==> src/rtl/ff_pkg.sv <==
// Shared encodings for the flip-flop / counter primitives.
//   mode_e : counter operating modes (hold, up, down, parallel load)
//   jk_e   : JK flip-flop actions, encoded as {j, k}
package ff_pkg;

    typedef enum logic [1:0] {
        MODE_HOLD = 2'b00,
        MODE_UP   = 2'b01,
        MODE_DN   = 2'b10,
        MODE_LOAD = 2'b11
    } mode_e;

    typedef enum logic [1:0] {
        JK_HOLD = 2'b00,
        JK_RST  = 2'b01,
        JK_SET  = 2'b10,
        JK_TGL  = 2'b11
    } jk_e;

endpackage

==> src/rtl/jk_ff_cell.sv <==
// Single JK flip-flop, asynchronous active-low reset to 0.
// Ports:
//   clk   : rising-edge clock
//   rst_n : asynchronous active-low reset
//   j, k  : JK inputs (00 hold, 01 reset, 10 set, 11 toggle)
//   q     : registered state
module jk_ff_cell
    import ff_pkg::*;
(
    input  logic clk,
    input  logic rst_n,
    input  logic j,
    input  logic k,
    output logic q
);

    always_ff @(posedge clk or negedge rst_n) begin
        if (!rst_n) begin
            q <= 1'b0;
        end else begin
            case (jk_e'({j, k}))
                JK_HOLD: q <= q;
                JK_RST:  q <= 1'b0;
                JK_SET:  q <= 1'b1;
                JK_TGL:  q <= ~q;
                default: q <= q;
            endcase
        end
    end

endmodule

==> src/rtl/jk_counter.sv <==
// Modulo-MODULUS counter built from a bank of JK flip-flop cells.
// Ports:
//   clk   : rising-edge clock
//   rst_n : asynchronous active-low reset (q=0, wrap=0)
//   en    : clock enable for all mode actions (clr ignores it)
//   clr   : synchronous clear, highest synchronous priority
//   mode  : 00 hold, 01 up, 10 down, 11 parallel load
//   d     : load value (clamped to MODULUS-1)
//   q     : counter state
//   tc    : combinational terminal count (next enabled edge wraps)
//   wrap  : registered one-cycle pulse, previous edge wrapped
module jk_counter
    import ff_pkg::*;
#(
    parameter int WIDTH   = 4,
    parameter int MODULUS = 16
)
(
    input  logic             clk,
    input  logic             rst_n,
    input  logic             en,
    input  logic             clr,
    input  logic [1:0]       mode,
    input  logic [WIDTH-1:0] d,
    output logic [WIDTH-1:0] q,
    output logic             tc,
    output logic             wrap
);

    localparam logic [WIDTH-1:0] MAX_Q = WIDTH'(MODULUS - 1);
    // One extra bit so range compares against MAX_Q are never constant
    // when MODULUS == 2**WIDTH.
    localparam logic [WIDTH:0]   MAX_X = {1'b0, MAX_Q};

    if (WIDTH < 1 || WIDTH > 32) begin : g_bad_width
        $fatal(1, "jk_counter: WIDTH %0d outside 1..32", WIDTH);
    end
    if (MODULUS < 2 || longint'(MODULUS) > (longint'(1) << WIDTH)) begin : g_bad_mod
        $fatal(1, "jk_counter: MODULUS %0d outside 2..2**WIDTH", MODULUS);
    end

    mode_e            mode_s;
    logic [WIDTH-1:0] q_vec;
    logic [WIDTH-1:0] tgl;
    logic [WIDTH-1:0] tgt;
    logic [WIDTH-1:0] j_vec;
    logic [WIDTH-1:0] k_vec;
    logic             ld;
    logic             wrap_nxt;
    logic             wrap_q;

    assign mode_s = mode_e'(mode);

    // Count steps toggle the bits that differ between q and q+-1; every
    // other change (clear, load, modulus wrap, fault recovery) drives the
    // target value straight in through J=v, K=~v.
    always_comb begin
        tgl      = '0;
        tgt      = '0;
        ld       = 1'b0;
        wrap_nxt = wrap_q;
        if (clr) begin
            ld       = 1'b1;
            wrap_nxt = 1'b0;
        end else if (en) begin
            case (mode_s)
                MODE_HOLD: begin
                    wrap_nxt = 1'b0;
                end
                MODE_UP: begin
                    if ({1'b0, q_vec} >= MAX_X) begin
                        ld       = 1'b1;
                        wrap_nxt = 1'b1;
                    end else begin
                        tgl      = q_vec ^ (q_vec + WIDTH'(1));
                        wrap_nxt = 1'b0;
                    end
                end
                MODE_DN: begin
                    if (q_vec == '0) begin
                        ld       = 1'b1;
                        tgt      = MAX_Q;
                        wrap_nxt = 1'b1;
                    end else if ({1'b0, q_vec} > MAX_X) begin
                        // Out-of-range q: q-1 is still >= MODULUS-1, clamp it.
                        ld       = 1'b1;
                        tgt      = MAX_Q;
                        wrap_nxt = 1'b0;
                    end else begin
                        tgl      = q_vec ^ (q_vec - WIDTH'(1));
                        wrap_nxt = 1'b0;
                    end
                end
                MODE_LOAD: begin
                    ld       = 1'b1;
                    tgt      = ({1'b0, d} > MAX_X) ? MAX_Q : d;
                    wrap_nxt = 1'b0;
                end
                default: begin
                    wrap_nxt = wrap_q;
                end
            endcase
        end
        j_vec = ld ? tgt  : tgl;
        k_vec = ld ? ~tgt : tgl;
    end

    for (genvar i = 0; i < WIDTH; i++) begin : g_cell
        jk_ff_cell u_cell (
            .clk   (clk),
            .rst_n (rst_n),
            .j     (j_vec[i]),
            .k     (k_vec[i]),
            .q     (q_vec[i])
        );
    end

    always_ff @(posedge clk or negedge rst_n) begin
        if (!rst_n) begin
            wrap_q <= 1'b0;
        end else begin
            wrap_q <= wrap_nxt;
        end
    end

    assign tc   = en & ~clr & (((mode_s == MODE_UP) & (q_vec == MAX_Q)) |
                               ((mode_s == MODE_DN) & (q_vec == '0)));
    assign q    = q_vec;
    assign wrap = wrap_q;

endmodule

==> config.mk <==
export PLATFORM = sky130hd
export DESIGN_NAME = jk_counter
export DESIGN_NICKNAME = d
export VERILOG_FILES = /design/src/rtl/ff_pkg.sv /design/src/rtl/jk_ff_cell.sv /design/src/rtl/jk_counter.sv
export SDC_FILE = /design/constraint.sdc
export NUM_CORES = 1
export LEC_CHECK = 0
export BUFFER_PORTS_ARGS = -buffer_cell sky130_fd_sc_hd__buf_2
export CAP_MARGIN = 20
export CORE_MARGIN = 5
export CORE_UTILIZATION = 35
export DETAILED_ROUTE_END_ITERATION = 8
export GPL_TIMING_DRIVEN = 0
export HOLD_SLACK_MARGIN = 0.08
export PLACE_DENSITY_LB_ADDON = 0.05
export SLEW_MARGIN = 20
export SYNTH_ARGS = -nofsm -noshare
export SYNTH_HDL_FRONTEND = slang
export SYNTH_HIERARCHICAL = 1
export SYNTH_SLANG_ARGS = --single-unit
==> constraint.sdc <==
create_clock -name clk -period 2 [get_ports clk]
set_input_delay 0.5 -clock clk [delete_from_list [all_inputs] [get_ports clk]]
set_output_delay 0.5 -clock clk [all_outputs]
set_load 0.02 [all_outputs]
==> metrics.md <==
| Metric | Value |
|---|---|
| Final Power | `0.000841 W` |
| First-pass GRT wire length | `2.44 mm` |
| Status | `completed` |
| Share of the synthesized area in the top cell type | `20.7%` |
| Core area | `1690 µm²` |
| Cell area after synthesis | `606 µm²` |
| Total number of vias | `612` |
| Logic pwr share | `59.6%` |
| Fin crit period | `1.94 ns` |
| CTS Buf Count | `3` |
| Leak | `0.412 nW` |
| Multiplexer area fraction after synthesis | `0%` |
| H-Tree Level Count | `1` |
| Critical Path RT | `1.50 ns` |
| Share of cells above drive strength 1 | `39.4%` |
| Sink Count | `5` |
| Die Width | `51.6 µm` |
| Dominant synthesized flop cell | `dfrtp_1` |
| DR iter-0 viols | `7` |
| Simple-Gate Fraction of Synth Area | `28.5%` |
| Worst-margin pin slew | `0.321 ns` |
| Sequential fraction of the synthesis area | `20.7%` |
| Slowest CP cell | `ha_4` |
| Setup TNS | `0 ns` |
| Setup WS post-layout | `0.0553 ns` |
| Worst path max stage delay | `0.16 ns` |
| Netlist cell types | `28` |
| Startpoint Class | `primary input` |
| Avg WL per Cell | `12.9 µm` |
| Syn nets | `93` |
| DRC Markers | `0` |
| Grt total ovfl | `0` |
| Largest net degree at the start of global routing | `12` |
| Die ar. | `2660 µm²` |
| Hold/Removal Path Class | `in -> reg` |
| Worst Path Arrival | `1.44 ns` |
| Critical Path Fanout Max | `4` |
| Clock share of power | `13.3%` |
| Int Pwr | `0.000473 W` |
| Power per cell area | `954 nW/µm²` |
| Post-placement worst setup slack | `-0.0474 ns` |
| IO Port Bufs | `15` |
| Setup Skew | `0.00138 ns` |
| Synth Area in Adders | `14.5%` |
| GPL Wtd Cong | `0.759` |
| Worst rel slew slack | `78.4%` |
| Sw Share | `43.8%` |
| Vias in the first global route | `577` |
| Nets | `122` |
| N_diodes | `0` |
| Antenna violations before repair | `0` |
| FMAX | `514 MHz` |
| HPWL Detailed | `1.17 mm` |
| Max VDD drop | `0.659 mV` |
| Latest clock arrival within the worst-skew pair | `0.24 ns` |
| Reg power frac | `27.1%` |
| Total GRT Usage | `12.0%` |
| Placed Cells | `108` |
| Layout overhead on the synthesized area | `45.5%` |
| CTS tree | `built` |
| Cell Chain, Critical Path | `buf_2 > inv_1 > ha_4 > nand4bb_1 > buf_6 > a21oi_4 > buf_6` |
| Total Wirelength | `1.56 mm` |
| Crit end category | `output pin` |
| Synth Instances | `76` |
| Final non-filler cell total | `121` |
| Antenna-violating nets left | `0` |
| Synth top area cells | `dfrtp_1 (21%), ha_1 (14%), a21oi_1 (11%), nand2_1 (6.8%), inv_1 (3.7%)` |
| Count leader, synth | `a21oi_1` |
| DR vias/cell | `5.06` |
| Area leader, netlist | `dfrtp_1` |
| DRT Pass-1 Iters | `3` |
| Die height | `51.6 µm` |
| Crit path kind | `in -> out` |
| Hold Fails Final Rpt | `0` |
| Psw | `0.000368 W` |
| # setup viols final | `0` |
| Post-synthesis compound-gate area fraction | `28.1%` |
| # Max-Cap Violations | `0` |
| Final Cycle Share | `97.2%` |
| Synth top cells by count | `a21oi_1 (13), nand2_1 (11), ha_1 (7), inv_1 (6), nor2_1 (6)` |
| Final max-slew violation count | `0` |
| Yosys reg bits | `5` |
| Clock root cell | `clkbuf_4` |
| Post-Synth XOR/XNOR Area | `1.45%` |
| Initial Util | `35.9%` |
| Async set-reset flop share out of synthesis | `100%` |
| Crit-path most repeated cell | `buf_6` |
| I/O pins | `16` |
| Num rows | `15` |
| Synth Warn # | `6` |
| Largest family of logic cells by synthesized area | `simple AND/OR/NAND/NOR gates` |
| Post-synth EDFFs | `0` |
| Synthesized area per cell | `7.97 µm²` |
| # fillers | `167` |
| Clock transition at path regs | `0.04 ns` |
| Clock tree buffer depth | `2` |
| RSZ-0062 raised after global routing | `true` |
[path summary, 6_finish.rpt]
kind | from | depth (start not counted) | slack, ns | to
setup / recovery | mode[0] | 7 | 0.06 | tc
hold / removal | clr | 2 | 0.50 | wrap
setup reg to reg | g_cell[1].u_cell/q | 11 | 0.12 | g_cell[2].u_cell/q
hold reg to reg | wrap | 2 | 0.55 | wrap
max in group asynchronous | rst_n | 2 | 1.25 | g_cell[1].u_cell/q
min in group asynchronous | rst_n | 2 | 0.60 | g_cell[3].u_cell/q
[critical path: cells and delay by family]
kind            cells  cell delay [ns]
buf+inv             4             0.53
compound gates      1             0.13
fa+ha+maj           1             0.16
simple gates        1             0.12
[cells by family (layout without fill, tap and decap cells)]
kind of cell | after synthesis | count (layout)
AO/OA/AOI/OAI | 25 | 25
buffers and inverters | 8 | 36
XOR/XNOR | 1 | 1
flip-flops | 5 | 5
adder cells (fa/ha/maj) | 7 | 7
AND/OR/NAND/NOR | 30 | 30
[placed cells by master (no fill, tap or decap), types with 3 or more instances in the layout]
cell type	Yosys	final
a21oi_1	13	12
buf_2	0	14
buf_4	1	8
clkbuf_4	0	3
dfrtp_1	5	3
ha_1	7	3
ha_4	0	4
inv_1	6	4
nand2_1	11	11
nand4_1	3	3
nor2_1	6	6
[per-layer routing]
layer,GRT usage [%],vias up,share of wire (%)
li1,-,329,-
met1,16.0,273,49
met2,18.6,8,46
met3,1.43,2,3.9
met4,6.55,0,0.77
met5,0,-,0
[cell type report]
type | instances | area [µm²] | share of cell area [%]
Sequential cell | 5 | 128 | 14.5
Timing Repair Buffer | 24 | 164 | 18.6
Inverter | 6 | 22.5 | 2.56
Multi-Input combinational cell | 63 | 500 | 56.8
Clock buffer | 4 | 26.3 | 2.98
Buffer | 2 | 18.8 | 2.13
Tap cell | 17 | 21.3 | 2.41
[timing repair]
action,CTS,global route
resized for setup,6,10
setup buffers,4,4
pin swaps,1,3
hold buffers,1,0
hold endpoints to repair,5,0
setup endpoints to repair,1,1
[state kept, by name, indices dropped and copies added, names as in the netlist]
| register | flops |
|---|---|
| g_cell.u_cell/q | 4 |
| wrap | 1 |
[through the flow]
stage | utilization, % | instance area, µm² | hold WS [ns]
after floorplan | - | 606 | 0.204
after global placement | 41.6 | 702 | 0.323
after detailed placement | 41.6 | 702 | 0.324
after CTS | 47.0 | 795 | 0.491
after global routing | 52.1 | 881 | 0.505
final | 52.1 | 881 | 0.500
[power by group through the flow]
stage          Combinational (W)  Clock, W  Sequential, W
2_1_floorplan           0.000212         0       0.000254
3_3_place_gp            0.000350         0       0.000226
3_5_place_dp            0.000352         0       0.000227
4_1_cts                 0.000433  0.000122       0.000220
5_1_grt                 0.000554  0.000132       0.000238
6_report                0.000501  0.000112       0.000228
Note: power is estimated with default switching activity, not from simulation.
